**src/rtl/window_pingpong_bram.sv**
```systemverilog
// rtl/window_pingpong_bram.sv - two-bank ping-pong window buffer, writer fills one bank while reader drains the other
// Optional reject counter on o_drop_cnt enabled by WINDOW_PINGPONG_DROP_CNT_EN.
module window_pingpong_bram #(
  parameter int WIDTH  = 8,
  parameter int FILTER = 3,
  localparam int DEPTH = (2 * FILTER + 1) * (2 * FILTER + 1),
  localparam int AW    = $clog2(DEPTH)
) (
  input  logic             i_clk,
  input  logic             i_rst,
  input  logic             i_wr_valid,
  input  logic [WIDTH-1:0] i_wr_data,
  output logic             o_wr_ready,
  output logic [AW-1:0]    o_wr_fill,
  output logic             o_rd_avail,
  input  logic [AW-1:0]    i_raddr,
  output logic [WIDTH-1:0] o_dout,
  input  logic             i_rd_done,
  output logic [7:0]       o_drop_cnt
);

  typedef enum logic {
    FREE = 1'b0,
    FULL = 1'b1
  } bank_state_t;

  bank_state_t      bank_q [2];
  bank_state_t      bank_d [2];
  logic             wsel_q, wsel_d;
  logic             rsel_q, rsel_d;
  logic [AW-1:0]    waddr_q, waddr_d;
  logic [WIDTH-1:0] dout_q, dout_d;
  logic             wr_fire, rd_fire;

  logic [WIDTH-1:0] mem [2][DEPTH];

  assign o_wr_ready = (bank_q[wsel_q] == FREE);
  assign o_rd_avail = (bank_q[rsel_q] == FULL);
  assign o_wr_fill  = waddr_q;
  assign o_dout     = dout_q;
  assign wr_fire    = i_wr_valid && o_wr_ready;
  assign rd_fire    = i_rd_done && o_rd_avail;

  // The write bank is FREE and the read bank FULL whenever both fire,
  // so the two updates always target different banks.
  always_comb begin
    bank_d  = bank_q;
    wsel_d  = wsel_q;
    rsel_d  = rsel_q;
    waddr_d = waddr_q;
    if (wr_fire) begin
      if (waddr_q == AW'(DEPTH - 1)) begin
        waddr_d         = '0;
        bank_d[wsel_q]  = FULL;
        wsel_d          = ~wsel_q;
      end else begin
        waddr_d = waddr_q + 1'b1;
      end
    end
    if (rd_fire) begin
      bank_d[rsel_q] = FREE;
      rsel_d         = ~rsel_q;
    end
  end

  always_comb begin
    dout_d = '0;
    if (i_raddr < AW'(DEPTH)) begin
      dout_d = mem[rsel_q][i_raddr];
    end
  end

  always_ff @(posedge i_clk) begin
    if (i_rst) begin
      bank_q[0] <= FREE;
      bank_q[1] <= FREE;
      wsel_q    <= 1'b0;
      rsel_q    <= 1'b0;
      waddr_q   <= '0;
      dout_q    <= '0;
    end else begin
      bank_q[0] <= bank_d[0];
      bank_q[1] <= bank_d[1];
      wsel_q    <= wsel_d;
      rsel_q    <= rsel_d;
      waddr_q   <= waddr_d;
      dout_q    <= dout_d;
    end
  end

  // Sample storage is never cleared; a reset only forgets where the data is.
  always_ff @(posedge i_clk) begin
    if (!i_rst && wr_fire) begin
      mem[wsel_q][waddr_q] <= i_wr_data;
    end
  end

`ifdef WINDOW_PINGPONG_DROP_CNT_EN
  logic [7:0] drop_q, drop_d;

  always_comb begin
    drop_d = drop_q;
    if (i_wr_valid && !o_wr_ready && (drop_q != 8'hFF)) begin
      drop_d = drop_q + 8'd1;
    end
  end

  always_ff @(posedge i_clk) begin
    if (i_rst) begin
      drop_q <= 8'd0;
    end else begin
      drop_q <= drop_d;
    end
  end

  assign o_drop_cnt = drop_q;
`else
  assign o_drop_cnt = 8'd0;
`endif

endmodule

```
**config.mk**
```make
export PLATFORM = sky130hd
export DESIGN_NAME = window_pingpong_bram
export DESIGN_NICKNAME = d
export VERILOG_FILES = /design/src/rtl/window_pingpong_bram.sv
export SDC_FILE = /design/constraint.sdc
export NUM_CORES = 1
export LEC_CHECK = 0
export ABC_CLOCK_PERIOD_IN_PS = 2700
export BUFFER_PORTS_ARGS = -buffer_cell sky130_fd_sc_hd__buf_2
export CAP_MARGIN = 20
export CORE_MARGIN = 8
export CORE_UTILIZATION = 40
export CTS_CLUSTER_DIAMETER = 120
export CTS_CLUSTER_SIZE = 20
export DETAILED_ROUTE_END_ITERATION = 16
export PLACE_DENSITY = 0.59
export SYNTH_ARGS = -nofsm -noshare
export SYNTH_HDL_FRONTEND = slang
export SYNTH_SLANG_ARGS = --single-unit
```
**constraint.sdc**
```tcl
create_clock -name i_clk -period 2.7 [get_ports i_clk]
set_input_delay 0.81 -clock i_clk [delete_from_list [all_inputs] [get_ports i_clk]]
set_output_delay 0.81 -clock i_clk [all_outputs]
set_load 0.005 [all_outputs]
```
==> results.tsv <==
stage	metric	value	unit
logic_synthesis	synth_top_family_by_area	multiplexers	
clock_tree	cts_hold_buf	0	
grt	grt_pass1_wl	113.3	mm
detailed_routing	drc	0	
logic_synthesis	synth_most_common_cell	edfxtp_1	
detailed_routing	vias_per_cell	5.547	
worst_hold_path	worstHoldPathCells	2	
grt	grt_use_total	0.1713	
floorplanning	die_h	297.1	µm
clock_tree	cts_root_buf	clkbuf_16	
critical_path	cp-end-kind	flop	
critical_path	cp-start-kind	flop	
floorplanning	fp.dieW	297.1	µm
grt	antenna_found_initial	1	
sta	slew_headroom	0.4953	
clock_tree	cts_buffers	46	
floorplanning	dieArea	88250	µm²
critical_path	ff2ff_path_depth	8	
critical_path	reg2reg_to	o_dout[2]	
logic_synthesis	muxShareOfSynthArea	0.1421	
logic_synthesis	netlist_instances	1570	
placed_design	pre_cts_ws	-0.3866	ns
placed_design	hpwl	50.63	mm
grt	grt_max_degree	99	
clock_tree	cts_sinks	803	
critical_path	cp_top_family	compound AO/OA/AOI/OAI gates	
grt	grt_pass1_vias	16260	
sta	finClkSkew	0.03256	ns
critical_path	cp_num_buf_inv	3	
power_and_ir_drop	clkPwrFrac	0.328	
critical_path	cpMostUsedCell	buf_4	
sta	fin_crit	2.636	ns
sta	rsz0062_at_grt	no	
status	status	complete, no violations	
critical_path	path_depth	8	
layout	fin_nets	1828	
clock_tree	clock_latency	0.63	ns
sta	worst_pin_slew	0.7571	ns
power_and_ir_drop	power.density	608.3	nW/µm²
clock_tree	htree_num_levels	2	
power_and_ir_drop	peakVddDrop	0.5020	mV
critical_path	slowest_delay	0.54	ns
logic_synthesis	yosys.area_share.simple	0.03005	
logic_synthesis	yosysSeqAreaShare	0.7570	
power_and_ir_drop	p_leak	11.12	nW
logic_synthesis	syn_area_per_cell	20.13	µm²
logic_synthesis	synth_adder_area_share	0.0007919	
logic_synthesis	ys_types	63	
layout	layout-drive-gt1-share	0.2606	
sta	fin_crit_sh	0.9763	
power_and_ir_drop	p_sw_frac	0.2100	
logic_synthesis	synth-xor-area-share	0.001386	
floorplanning	io_pins	42	
critical_path	cpMaxStageDelayCell	mux4_2	
critical_path	path_cells	buf_4 > buf_12 > mux4_2 > a22o_1 > a2111oi_0 > buf_4 > a211o_1 > a21oi_1	
clock_tree	clk_pin_slew	0.09	ns
power_and_ir_drop	p_int	0.01724	W
detailed_routing	dr.pass1.iters	6	
placed_design	place_congestion	0.8488	
logic_synthesis	async_flop_share	0	
logic_synthesis	synth_top_area_cell	edfxtp_1	
layout	antenna-diode-count	0	
power_and_ir_drop	power_frac_seq	0.628	
critical_path	cp-endpoint	o_dout[2]	
logic_synthesis	ys_warn_count	0	
grt	grt.overflow.total	0	
sta	maxSlewViolCount	0	
logic_synthesis	synth_compound_area_frac	0.04078	
job	cap_violations	0	
critical_path	rrSetupSlack	0.06	ns
power_and_ir_drop	combPwrFrac	0.044	
floorplanning	initial_core_util	0.4020	
sta	hold_viol_final	0	
logic_synthesis	synthTopCellsByArea	edfxtp_1 (75%), mux4_2 (8.1%), mux2i_1 (3.8%), mux4_1 (1.7%), nor2_1 (1.4%)	
power_and_ir_drop	power_switching	0.004583	W
layout	syn_to_final_growth	13.52	%
logic_synthesis	synth_area	31600	µm²
clock_tree	cts_tree	yes	
sta	setup_violations	0	
critical_path	required	3.19	ns
worst_hold_path	min_path_type	flop to flop	
layout	final_core_util	0.4563	
logic_synthesis	synth-seq-cells	803	
logic_synthesis	synth_top_area_share	0.7450	
critical_path	crit_arrival	3.12	ns
detailed_routing	ant_nets	0	
placed_design	port_buffers	33	
logic_synthesis	synthTopCellsByCount	edfxtp_1 (784), mux2i_1 (120), nor2_1 (117)	
critical_path	worstSetupPathType	flop to flop	
clock_tree	clk_path_buf_depth	3	
detailed_routing	vias	16020	
floorplanning	core	78610	µm²
critical_path	cp_max_fo	16	
detailed_routing	wire_per_inst	26.85	µm
logic_synthesis	synth-edff-count	784	
floorplanning	fp-row-count	103	
detailed_routing	totalWireLength	77.54	mm
logic_synthesis	yosys_most_used_dff	edfxtp_1	
sta	maxClockFrequency	0.3794	GHz
detailed_routing	drt-initial-drc-count	1772	
sta	worst_slack	0.06396	ns
## state kept, by name, indices dropped and copies added (netlist names), named ones only
| name | count |
|---|---|
| rsel_q | 1 |
| mem | 784 |
| wsel_q | 1 |
| o_wr_fill | 6 |
| o_dout | 8 |
| bank_q | 2 |
## power by group through the flow
stage	clock (W)	combinational (W)	sequential, W
finish	0.00716	0.000961	0.0137
detailed placement	0	0.000960	0.0140
global route	0.00772	0.00101	0.0137
global placement	0	0.000940	0.0140
CTS	0.00733	0.000964	0.0137
floorplan	0	0.000366	0.0140
## kinds of logic (layout without fill, tap and decap cells)
logic type,count (synthesis),after routing
DFF,803,803
muxes,271,271
xor gates and xnor gates,5,5
other,1,8
buffers and inverters,106,367
AOI/OAI and AO/OA,171,171
and+or+nand+nor,211,211
adders and majority gates,2,2
## worst reg2reg max path: stages, from the launching register on
cell and delay, ns:
dfxtp_4 0.44, buf_4 0.17, buf_12 0.18, mux4_2 0.55
a22o_1 0.29, a2111oi_0 0.41, buf_4 0.19, a211o_1 0.20
a21oi_1 0.10
## worst min-delay path by stage
stage                   start         to  slack [ns]
floorplan           bank_q[0]  bank_q[0]        0.49
global placement    bank_q[0]  bank_q[0]        0.51
detailed placement  bank_q[0]  bank_q[0]        0.53
CTS                 i_rd_done  bank_q[1]        0.52
global route        i_rd_done  bank_q[1]        0.55
finish              bank_q[0]  bank_q[0]        0.54
## layout make-up
type	instances	area (µm²)
clock inverters	4	53.80
fillers	6663	42740
inverters	6	22.52
flip-flops and latches	803	23930
well taps	1050	1314
multi-input cells	668	6864
repair buffers	283	2435
clock buffers	74	1256
## cells in the final DEF (no fill, tap or decap), types with 14 or more instances in the layout
cell	n
edfxtp_1	784
buf_4	228
mux2i_1	118
nor2_1	117
mux4_2	113
clkbuf_16	46
o22ai_1	36
nand2_1	29
buf_12	29
clkbuf_1	28
buf_2	24
a22oi_1	21
mux4_1	21
dfxtp_1	18
mux2_2	17
o22a_1	14
## metrics by stage
| stage | setup TNS, ns | cell area, µm² | cells | hold WS (ns) | power, W |
|---|---|---|---|---|---|
| floorplan | 0 | 31630 | 1577 | 0.4856 | 0.01434 |
| global placement | -1.764 | 34480 | 2807 | 0.5108 | 0.01492 |
| detailed placement | -1.866 | 34480 | 2807 | 0.5309 | 0.01494 |
| CTS | 0 | 35840 | 2888 | 0.5194 | 0.02199 |
| global route | 0 | 35870 | 2888 | 0.5498 | 0.02243 |
| finish | 0 | 35870 | 2888 | 0.5419 | 0.02182 |
## routing by layer
layer / vias up / GRT usage / routed length (µm)
met5: - / 0 / 0
met4: 0 / 0.04513 / 1868
met3: 100 / 0.02859 / 5322
met2: 581 / 0.2695 / 36140
li1: 6915 / - / -
met1: 8425 / 0.2471 / 34200
## what timing repair did
item                                    4_1_cts  5_1_grt
buffers inserted                              3        0
endpoints found under the setup margin        6        6
gates cloned                                  0        0
resized for setup                             4        9
(Power assumes the default switching activity.)
